$ cat config.mk
export PLATFORM = sky130hd
export DESIGN_NAME = fpu_issue_sched
export DESIGN_NICKNAME = d
export VERILOG_FILES = /design/src/rtl/fpu_sched_pkg.sv /design/src/rtl/fpu_resv_table.sv /design/src/rtl/fpu_issue_sched.sv
export SDC_FILE = /design/constraint.sdc
export NUM_CORES = 1
export LEC_CHECK = 0
export CORE_MARGIN = 2
export CORE_UTILIZATION = 42
export CTS_CLUSTER_SIZE = 10
export DETAILED_ROUTE_END_ITERATION = 8
export HOLD_SLACK_MARGIN = 0.15
export PLACE_DENSITY = 0.93
export SYNTH_ARGS = -nofsm -noshare
export SYNTH_HDL_FRONTEND = slang
export SYNTH_SLANG_ARGS = --single-unit
$ cat constraint.sdc
create_clock -name clk_i -period 9.5 [get_ports clk_i]
set_clock_uncertainty 0.05 [all_clocks]
set_input_delay 1.425 -clock clk_i [delete_from_list [all_inputs] [get_ports clk_i]]
set_output_delay 1.425 -clock clk_i [all_outputs]
set_load 0.02 [all_outputs]
$ cat src/rtl/fpu_sched_pkg.sv
// Shared types and constants for the FPU issue scheduler.
// Holds the reservation slot record, unit index constants, and the default
// latency table and pipelined-unit mask for the add/mul/div/cmp unit set.
package fpu_sched_pkg;

  localparam int SCHED_NUM_UNITS = 4;
  localparam int SCHED_TAG_W     = 5;
  localparam int SCHED_MAX_LAT   = 8;
  localparam int SCHED_UNIT_W    = $clog2(SCHED_NUM_UNITS);

  localparam int UNIT_ADD = 0;
  localparam int UNIT_MUL = 1;
  localparam int UNIT_DIV = 2;
  localparam int UNIT_CMP = 3;

  localparam int DEF_UNIT_LAT [SCHED_NUM_UNITS] = '{2, 3, 8, 1};
  localparam logic [SCHED_NUM_UNITS-1:0] DEF_UNIT_PIPE = 4'b1011;

  // One writeback reservation: which unit produces a result and its tag.
  typedef struct packed {
    logic                    valid;
    logic [SCHED_UNIT_W-1:0] unit;
    logic [SCHED_TAG_W-1:0]  tag;
  } slot_t;

  // Width of the in-flight counter for a table of the given depth.
  function automatic int inflight_w(input int max_lat);
    return $clog2(max_lat + 1) + 1;
  endfunction

endpackage

$ cat src/rtl/fpu_resv_table.sv
// Writeback reservation table.
// slot_o[s] holds the op that writes back s cycles from now. The table shifts
// toward slot 0 every clock; an accepted op is written at index acc_idx_i
// (its latency minus one) after the shift. The issue logic guarantees that
// position is free. Reset and flush clear every slot.
// Ports:
//   clk_i, rst_i   clock, synchronous active-high reset
//   flush_i        clear all slots at the edge
//   acc_i          insert acc_slot_i at acc_idx_i this edge
//   slot_o         current slot contents
//   inflight_o     registered count of valid slots
module fpu_resv_table
  import fpu_sched_pkg::*;
#(
  parameter int MAX_LAT = SCHED_MAX_LAT,
  parameter int IDX_W   = 3,
  parameter int CNT_W   = 5
) (
  input  logic                    clk_i,
  input  logic                    rst_i,
  input  logic                    flush_i,
  input  logic                    acc_i,
  input  logic [IDX_W-1:0]        acc_idx_i,
  input  slot_t                   acc_slot_i,
  output slot_t [MAX_LAT-1:0]     slot_o,
  output logic  [CNT_W-1:0]       inflight_o
);

  slot_t [MAX_LAT-1:0] slot_q, slot_d;
  logic  [CNT_W-1:0]   cnt_q, cnt_d;

  always_comb begin
    slot_d = '0;
    for (int s = 0; s < MAX_LAT - 1; s++) begin
      slot_d[s] = slot_q[s+1];
    end
    slot_d[MAX_LAT-1] = '0;
    if (acc_i) begin
      for (int s = 0; s < MAX_LAT; s++) begin
        if (acc_idx_i == IDX_W'(s)) slot_d[s] = acc_slot_i;
      end
    end
    // Counting the next-state slots keeps the count aligned with slot_q.
    cnt_d = '0;
    for (int s = 0; s < MAX_LAT; s++) begin
      cnt_d = cnt_d + CNT_W'(slot_d[s].valid);
    end
  end

  always_ff @(posedge clk_i) begin
    if (rst_i || flush_i) begin
      slot_q <= '0;
      cnt_q  <= '0;
    end else begin
      slot_q <= slot_d;
      cnt_q  <= cnt_d;
    end
  end

  assign slot_o     = slot_q;
  assign inflight_o = cnt_q;

endmodule

$ cat src/rtl/fpu_issue_sched.sv
// Issue scheduler for a multi-unit FPU.
// Accepts tagged ops on a valid/ready handshake, fires the selected unit with
// a one-cycle go pulse and reserves the writeback cycle in fpu_resv_table.
// Issue is refused when the writeback cycle is already taken or when an
// iterative unit still has an op in flight. One result per cycle leaves on
// the writeback port, muxed from the producing unit's result bus.
// Ports:
//   clk_i, rst_i            clock, synchronous active-high reset
//   in_valid_i/in_ready_o   op handshake; in_unit_i, in_tag_i describe the op
//   flush_i                 drop all in-flight ops
//   unit_go_o, unit_res_i   per-unit fire pulse and result bus
//   wb_valid_o, wb_unit_o, wb_tag_o, wb_data_o   writeback port
//   busy_o, inflight_o      occupancy status
module fpu_issue_sched
  import fpu_sched_pkg::*;
#(
  parameter int                   NUM_UNITS = SCHED_NUM_UNITS,
  parameter int                   TAG_W     = SCHED_TAG_W,
  parameter int                   UNIT_LAT [NUM_UNITS] = DEF_UNIT_LAT,
  parameter logic [NUM_UNITS-1:0] UNIT_PIPE = DEF_UNIT_PIPE,
  parameter int                   MAX_LAT   = SCHED_MAX_LAT,
  localparam int                  UNIT_W    = $clog2(NUM_UNITS),
  localparam int                  CNT_W     = $clog2(MAX_LAT + 1) + 1
) (
  input  logic                           clk_i,
  input  logic                           rst_i,
  input  logic                           in_valid_i,
  output logic                           in_ready_o,
  input  logic [UNIT_W-1:0]              in_unit_i,
  input  logic [TAG_W-1:0]               in_tag_i,
  input  logic                           flush_i,
  output logic [NUM_UNITS-1:0]           unit_go_o,
  input  logic [NUM_UNITS-1:0][31:0]     unit_res_i,
  output logic                           wb_valid_o,
  output logic [UNIT_W-1:0]              wb_unit_o,
  output logic [TAG_W-1:0]               wb_tag_o,
  output logic [31:0]                    wb_data_o,
  output logic                           busy_o,
  output logic [CNT_W-1:0]               inflight_o
);

  localparam int IDX_W = (MAX_LAT > 1) ? $clog2(MAX_LAT) : 1;

  // The slot record is shared through the package, so its field widths fix
  // the unit count and tag width.
  if (NUM_UNITS != SCHED_NUM_UNITS || TAG_W != SCHED_TAG_W) begin : g_bad_width
    $error("fpu_issue_sched: NUM_UNITS/TAG_W must match fpu_sched_pkg slot_t");
  end
  if (CNT_W != inflight_w(MAX_LAT)) begin : g_bad_cnt
    $error("fpu_issue_sched: inflight width mismatch");
  end
  for (genvar i = 0; i < NUM_UNITS; i++) begin : g_lat_chk
    if (UNIT_LAT[i] < 1 || UNIT_LAT[i] > MAX_LAT) begin : g_bad_lat
      $error("fpu_issue_sched: UNIT_LAT out of range 1..MAX_LAT");
    end
  end

  slot_t [MAX_LAT-1:0] slot_q;
  slot_t               acc_slot;
  logic  [NUM_UNITS-1:0] unit_busy;
  logic                unit_ok;
  logic                sel_busy;
  logic                wb_slot_taken;
  logic  [IDX_W-1:0]   acc_idx;
  logic                accept;

  // An iterative unit stays busy until its op has left slot 0.
  always_comb begin
    unit_busy = '0;
    for (int i = 0; i < NUM_UNITS; i++) begin
      for (int s = 0; s < MAX_LAT; s++) begin
        if (!UNIT_PIPE[i] && slot_q[s].valid && slot_q[s].unit == UNIT_W'(i))
          unit_busy[i] = 1'b1;
      end
    end
  end

  // Slot L (L = latency) shifts into the insertion position L-1 at this
  // edge, so it must be empty. Slot MAX_LAT does not exist and is always free.
  always_comb begin
    unit_ok       = 1'b0;
    sel_busy      = 1'b0;
    wb_slot_taken = 1'b0;
    acc_idx       = '0;
    for (int i = 0; i < NUM_UNITS; i++) begin
      if (in_unit_i == UNIT_W'(i)) begin
        unit_ok  = 1'b1;
        sel_busy = unit_busy[i];
        acc_idx  = IDX_W'(UNIT_LAT[i] - 1);
        for (int s = 1; s < MAX_LAT; s++) begin
          if (s == UNIT_LAT[i]) wb_slot_taken = slot_q[s].valid;
        end
      end
    end
  end

  assign in_ready_o = !rst_i && !flush_i && unit_ok && !wb_slot_taken && !sel_busy;
  assign accept     = in_valid_i && in_ready_o;

  always_comb begin
    unit_go_o = '0;
    for (int i = 0; i < NUM_UNITS; i++) begin
      unit_go_o[i] = accept && (in_unit_i == UNIT_W'(i));
    end
  end

  always_comb begin
    acc_slot       = '0;
    acc_slot.valid = 1'b1;
    acc_slot.unit  = in_unit_i;
    acc_slot.tag   = in_tag_i;
  end

  fpu_resv_table #(
    .MAX_LAT (MAX_LAT),
    .IDX_W   (IDX_W),
    .CNT_W   (CNT_W)
  ) u_resv (
    .clk_i      (clk_i),
    .rst_i      (rst_i),
    .flush_i    (flush_i),
    .acc_i      (accept),
    .acc_idx_i  (acc_idx),
    .acc_slot_i (acc_slot),
    .slot_o     (slot_q),
    .inflight_o (inflight_o)
  );

  // Writeback straight from slot 0; zeroed when idle or held in reset.
  always_comb begin
    wb_valid_o = slot_q[0].valid && !rst_i;
    wb_unit_o  = '0;
    wb_tag_o   = '0;
    wb_data_o  = '0;
    if (wb_valid_o) begin
      wb_unit_o = slot_q[0].unit;
      wb_tag_o  = slot_q[0].tag;
      for (int i = 0; i < NUM_UNITS; i++) begin
        if (slot_q[0].unit == UNIT_W'(i)) wb_data_o = unit_res_i[i];
      end
    end
  end

  always_comb begin
    busy_o = 1'b0;
    for (int s = 0; s < MAX_LAT; s++) begin
      busy_o = busy_o | slot_q[s].valid;
    end
  end

endmodule

==> run metrics, run 1 <==
status finished, final reports clean; Port Buffers 188; RSZ-0062 raised after global routing no; max cap viols 0; xor and xnor fraction of the mapped netlist area 0.2600%; CP startpoint rst_i; min cycle time layout around 5300 ps; Crit path buffers/inverters 2; CTS clk-pin slew, worst paths 60 ps; vias in the first global route 3077; share of cells above drive strength 1 a little under an eighth; Max FO, Critical Path 40; Worst Hold Path Cells 1; main flop type after synthesis dfxtp_1; Max Slew Vio Count 0; r2r setup slk 5650 ps; count of cell types in the netlist 35; GRT overflow 0; Post-synth EDFFs 0; largest family of logic cells by synthesized area multiplexers; Iter 0 DRT Violations 124; CP top delay family simple AND/OR/NAND/NOR gates; boundary pin count 190; Tot GR Track Use 25.54%; stages on the worst setup path 4; Power Density 106.0 mW/mm^2; Antenna Nets Post-Route 0; worst vdd ir about 110 uV; Hold Startpoint u_resv.slot_o[36]$_SDFF_PP0_; first-pass GRT wire length approximately 17000 um; # resized after CTS 0; n_diodes 0; Synth async-reset ratio 0%; final setup fails 0; wire length on met2 ~5700 um; worst skew pair latency 330 ps; area of the mapped netlist 0.003368 mm^2; clock sink total 68; met1 WL 4194 um; die width a little over 90 um; clock buffer depth 2; largest net degree at the start of global routing 42; Row Count 32; Finished Layout Cells 599; P_leak 2.102 nW; total wire length 11240 um; ratio of final minimum period to clock period 55.35%; arrival time worst endpoint 3780 ps; Req. time, crit path 8030 ps; cts bufs inserted 9; critical path, cell by cell clkdlybuf4s50_1 > nor2b_2 > and2_1 > clkdlybuf4s50_1; Cell Area, Placed 0.005294 mm^2; adder-cell share of the synthesized area 3.492%; Via Count approximately 3100; worst r2r path cells 9; Hold Slack 374.4 ps; # hold bufs at CTS 0; simple-gate area share of the yosys netlist 23.63%; RD Place Congestion 0.8890; yosys warns 0; met3 WL 987 um; final hold violations 0; Min-Delay Path Class register to register; register area share after synthesis roughly two fifths; RR Startpoint u_resv.slot_o[5]$_SDFF_PP0_; design area between 0.005 and 0.006 mm^2; CP startpoint kind primary input; vias per inst 5.104; H-tree depth 3; CTS tree done; Critical Path Most Common Cell clkdlybuf4s50_1; DR WL/cell 18.76 um; worst slew pin tran 1166 ps; floorplan die height 93.55 um; Avg Cell Area, Syn 10.73 um^2; core area 0.007767 mm^2; setup TNS 0 ps; total die area 0.008752 mm^2; Max-Slew Margin vs Limit between 20% and 30%; DR DRC count 0; placed insts 584; fin nets 639; Final HPWL DP 9026 um; slowest stage delay, CP 940 ps; top routing layer used met4; filler instances about 540; post-synthesis mux area share between 20% and 30%; Cells after Synth 314; initial core utilization 43.36%; Root Buffer clkbuf_8; crit end category output port; Post-CTS Setup Inserts 0; #FFs+latches synth between 60 and 70; Max stage delay cell, worst path nor2b_2; Synth-to-Final Area Change 62.18%; worst setup path class primary input to output port; initial antenna violation count 0; DRT Pass-1 Iters 4; Synth Area in Compound Gates 2.489%; FMAX 190.2 MHz
## cell usage after synthesis, types with 3 or more instances
library cell	instances	area [um^2]
nand2_1	19	71.32
ha_1	3	37.54
buf_1	3	11.26
dfxtp_1	68	1361
buf_2	3	15.01
nor2_1	27	101.4
and2_1	73	456.7
fa_1	4	80.08
nand3_1	3	15.01
mux4_2	32	720.7
clkbuf_1	13	48.80
inv_1	15	56.30
mux2i_1	11	110.1
a21oi_1	6	30.03
nor3_2	5	50.05
and3_1	3	18.77
## layer usage
| metal | GRT usage, % | vias up |
|---|---|---|
| met5 | 0 | - |
| met4 | 9.903 | 0 |
| met3 | 8.541 | 33 |
| met2 | 44.66 | 144 |
| met1 | 28.72 | 1462 |
| li1 | - | 1418 |
## placed cells by master, fill, tap and decap left out, types with 5 or more instances in the layout
master           instances
and2_1                  73
dfxtp_1                 67
nand2_1                 19
nor3_2                   5
inv_1                   15
mux4_2                  32
clkdlybuf4s50_1        188
clkbuf_8                11
nor2_1                  27
a21oi_1                  6
mux2i_1                 11
## where the power goes
part / leakage, nW / internal [mW] / switching [mW]
logic: 1.46 / 0.0653 / 0.0249
registers: 0.549 / 0.287 / 0.00129
clock network: 0.0893 / 0.107 / 0.0939
total: 2.10 / 0.459 / 0.120
## metrics by stage
stage / power (mW) / setup WS [ps] / util [%]
after detailed placement: 0.3840 / 4120 / 68.15
after global placement: 0.3818 / 4295 / 68.15
after floorplan: 0.3187 / 5134 / -
after global routing: 0.6023 / 4047 / 70.33
final: 0.5788 / 4241 / 70.33
after CTS: 0.5837 / 4212 / 70.33
## logic make-up (layout without fill, tap and decap cells)
kind of cell	after synthesis	in the layout
AND/OR/NAND/NOR	141	141
flip-flops	68	68
multiplexers	43	43
buffers and inverters	39	221
AO/OA/AOI/OAI	14	14
adder cells (fa/ha/maj)	7	7
other	1	2
XOR/XNOR	1	1
## final cells by class
cell class / instances / area, um^2 / share of cell area [%]
inverter: 16 / 60.06 / 1.099
tap: 102 / 127.6 / 2.336
multi-input combinational: 208 / 1847 / 33.81
timing repair buffer: 190 / 1897 / 34.72
sequential: 68 / 1363 / 24.94
clock buffer: 13 / 158.9 / 2.909
clock inverter: 2 / 10.01 / 0.1832
## registers in the layout (all words and copies together) (netlist names)
name	flops
u_resv.inflight_o	4
u_resv.slot_o	64
## final timing paths
| kind | endpoint |
|---|---|
| worst max-delay path | wb_data_o[15] |
| worst min-delay path | u_resv.slot_o[28]$_SDFF_PP0_ |
| worst max register to register | u_resv.inflight_o[1]$_SDFF_PP0_ |
| worst min register to register | u_resv.slot_o[28]$_SDFF_PP0_ |
No activity file was read; power rests on OpenSTA's default activity.
==> inputs of run 2 (changes only) <==
--- a/config.mk
+++ b/config.mk
@@ -6,11 +6,11 @@
 export NUM_CORES = 1
 export LEC_CHECK = 0
 export CORE_MARGIN = 2
-export CORE_UTILIZATION = 42
+export CORE_UTILIZATION = 39
 export CTS_CLUSTER_SIZE = 10
 export DETAILED_ROUTE_END_ITERATION = 8
 export HOLD_SLACK_MARGIN = 0.15
-export PLACE_DENSITY = 0.93
+export PLACE_DENSITY = 0.87
 export SYNTH_ARGS = -nofsm -noshare
 export SYNTH_HDL_FRONTEND = slang
 export SYNTH_SLANG_ARGS = --single-unit
==> constraint.sdc (replaced) <==
create_clock -name clk_i -period 4.87 [get_ports clk_i]
set_clock_uncertainty 0.05 [all_clocks]
set_input_delay 0.7305 -clock clk_i [delete_from_list [all_inputs] [get_ports clk_i]]
set_output_delay 0.7305 -clock clk_i [all_outputs]
set_load 0.02 [all_outputs]
==> run 2 against run 1 <==
Clock power is 130% higher. Via count up 0.29%. Power rose by 110%. Cell count grew 1.3%.
==> run metrics, run 2 (synthesis results as in run 1) <==
crit end category register (was output port); # hold bufs at CTS 0 (unchanged); worst setup path class primary input to register (was primary input to output port); status finished, final reports clean (unchanged); max reg flops 64 (unchanged); commonest non-fill, non-tap cell in the layout clkdlybuf4s50_1 (unchanged); # resized after CTS 0 (unchanged); Via Count 3066 (was 3057); total wire length 10990 um (was 11240 um); Clock Power Share 38.2% (was 34.7%); DR WL/cell 18.10 um (was 18.76 um); clock buffer depth 2 (unchanged); core area 0.008299 mm^2 (was 0.007767 mm^2); floorplan die height 96.93 um (was 93.55 um); H-tree depth 3 (unchanged); combinational share of power 14.7% (was 15.6%); arrival time worst endpoint 4420 ps (was 3780 ps); initial antenna violation count 0 (unchanged); initial core utilization 40.58% (was 43.36%); cts bufs inserted 9 (unchanged); CTS clk-pin slew, worst paths 60 ps (about the same); first-pass GRT wire length 17220 um (was 16550 um); largest net degree at the start of global routing 42 (unchanged); Min-Delay Path Class register to register (unchanged); design area 0.005524 mm^2 (was 0.005463 mm^2); share of cells above drive strength 1 12.15% (was 11.67%); DRT Pass-1 Iters 4 (unchanged); P_leak 2.130 nW (was 2.102 nW); worst slew pin tran 603.8 ps (was 1166 ps); die width 96.93 um (was 93.55 um); P_sw 237.7 uW (was 120.0 uW); Hold Slack 372.5 ps (was 374.4 ps); n_diodes 0 (unchanged); setup TNS 0 ps (unchanged); Max Slew Vio Count 0 (unchanged); RSZ-0062 raised after global routing no (unchanged); placed insts 591 (was 584); CTS tree done (unchanged); min cycle time layout 4208 ps; commonest non-fill, non-tap cells in the layout clkdlybuf4s50_1 (188), and2_1 (73), dfxtp_1 (67), mux4_2 (32), nor2_1 (27) (unchanged); fin nets 643 (was 639); FMAX 237.6 MHz; max cap viols 0 (unchanged); total internal power 952.5 uW (was 458.8 uW); Max FO, Critical Path 7 (was 40); total die area 0.009395 mm^2 (was 0.008752 mm^2); Finished Layout Cells 607 (was 599); sw frac 19.97% (was 20.74%); Req. time, crit path 5080 ps (was 8030 ps); Antenna Nets Post-Route 0 (unchanged); share of total power in sequential cells 47.1% (was 49.8%); Root Buffer clkbuf_8 (unchanged); total power 1.190 mW (was 578.8 uW); Synth-to-Final Area Change 64.00% (was 62.18%); Port Buffers 188 (unchanged); Iter 0 DRT Violations 104 (was 124); worst vdd ir 229.7 uV (was 111.1 uV); vias in the first global route 3210 (was 3077); DR DRC count 0 (unchanged); vias per inst 5.051 (was 5.104); Power Density 215.5 mW/mm^2 (was 106.0 mW/mm^2); clock sink total 68 (unchanged); worst skew pair latency 330 ps (about the same); ratio of final minimum period to clock period 86.42%; Max-Slew Margin vs Limit 59.75% (was 21.89%); Row Count 33 (was 32); boundary pin count 190 (unchanged); GRT overflow 0 (unchanged); CP startpoint kind primary input (unchanged); Final HPWL DP 8715 um (was 9026 um); filler instances 635 (was 544); Post-CTS Setup Inserts 0 (unchanged); final hold violations 0 (unchanged); Cell Area, Placed 0.005328 mm^2 (was 0.005294 mm^2); Tot GR Track Use 23.75% (was 25.54%); RD Place Congestion 0.9841 (was 0.8890); final setup fails 0 (unchanged)
## run 2: cell count changes in the layout (fill, tap and decap cells not counted), sizes merged
| cell | previous run | this run |
|---|---|---|
| clkbuf | 13 | 15 |
| buf | 2 | 6 |
| clkinv | 3 | 1 |
| bufinv | 0 | 1 |
## run 2: worst paths after layout
kind              depth (start not counted)                    startpoint                              end  slack, ps
setup / recovery                         13                         rst_i  u_resv.inflight_o[1]$_SDFF_PP0_        660
setup reg to reg                         12  u_resv.slot_o[15]$_SDFF_PP0_  u_resv.inflight_o[1]$_SDFF_PP0_       1560
hold / removal                            1  u_resv.slot_o[60]$_SDFF_PP0_     u_resv.slot_o[52]$_SDFF_PP0_        370
hold reg to reg                           1  u_resv.slot_o[60]$_SDFF_PP0_     u_resv.slot_o[52]$_SDFF_PP0_        370
## run 2: metrics by stage
step	util [%]	setup WS, ps
3_5_place_dp	64.19	408.9
6_report	66.56	661.6
3_3_place_gp	64.19	575.0
4_1_cts	66.56	693.4
2_1_floorplan	-	1199
5_1_grt	66.56	508.9
## run 2: metal layers
metal	global-route usage [%]	wire length, um
met1	27.03	4164
met2	41.56	5590
met3	6.214	789
met4	10.94	444
met5	0	0
## run 2: power by group through the flow
stage | Combinational [mW] | Sequential, mW | Clock, mW
4_1_cts | 0.176 | 0.561 | 0.469
6_report | 0.175 | 0.561 | 0.454
3_3_place_gp | 0.170 | 0.573 | 0
5_1_grt | 0.187 | 0.560 | 0.490
2_1_floorplan | 0.0486 | 0.573 | 0
3_5_place_dp | 0.175 | 0.573 | 0
## run 2: cell type report
type	count	area, um^2	area share [%]
multi-input cells	208	1847	33.43
clock buffers	15	166.4	3.012
repair buffers	194	1927	34.88
inverters	16	60.06	1.087
well taps	105	131.4	2.378
flip-flops and latches	68	1363	24.67
clock inverters	1	30.03	0.5436
## run 2: worst max-delay path, stage by stage
cell             delay [ps]
clkdlybuf4s50_1         490
nor3b_2                 420
nand3_1                 310
nand2b_1                200
ha_1                    240
inv_1                    70
fa_1                    430
inv_1                    90
fa_1                    420
fa_1                    390
inv_1                    90
fa_1                    380
nor2_1                  130
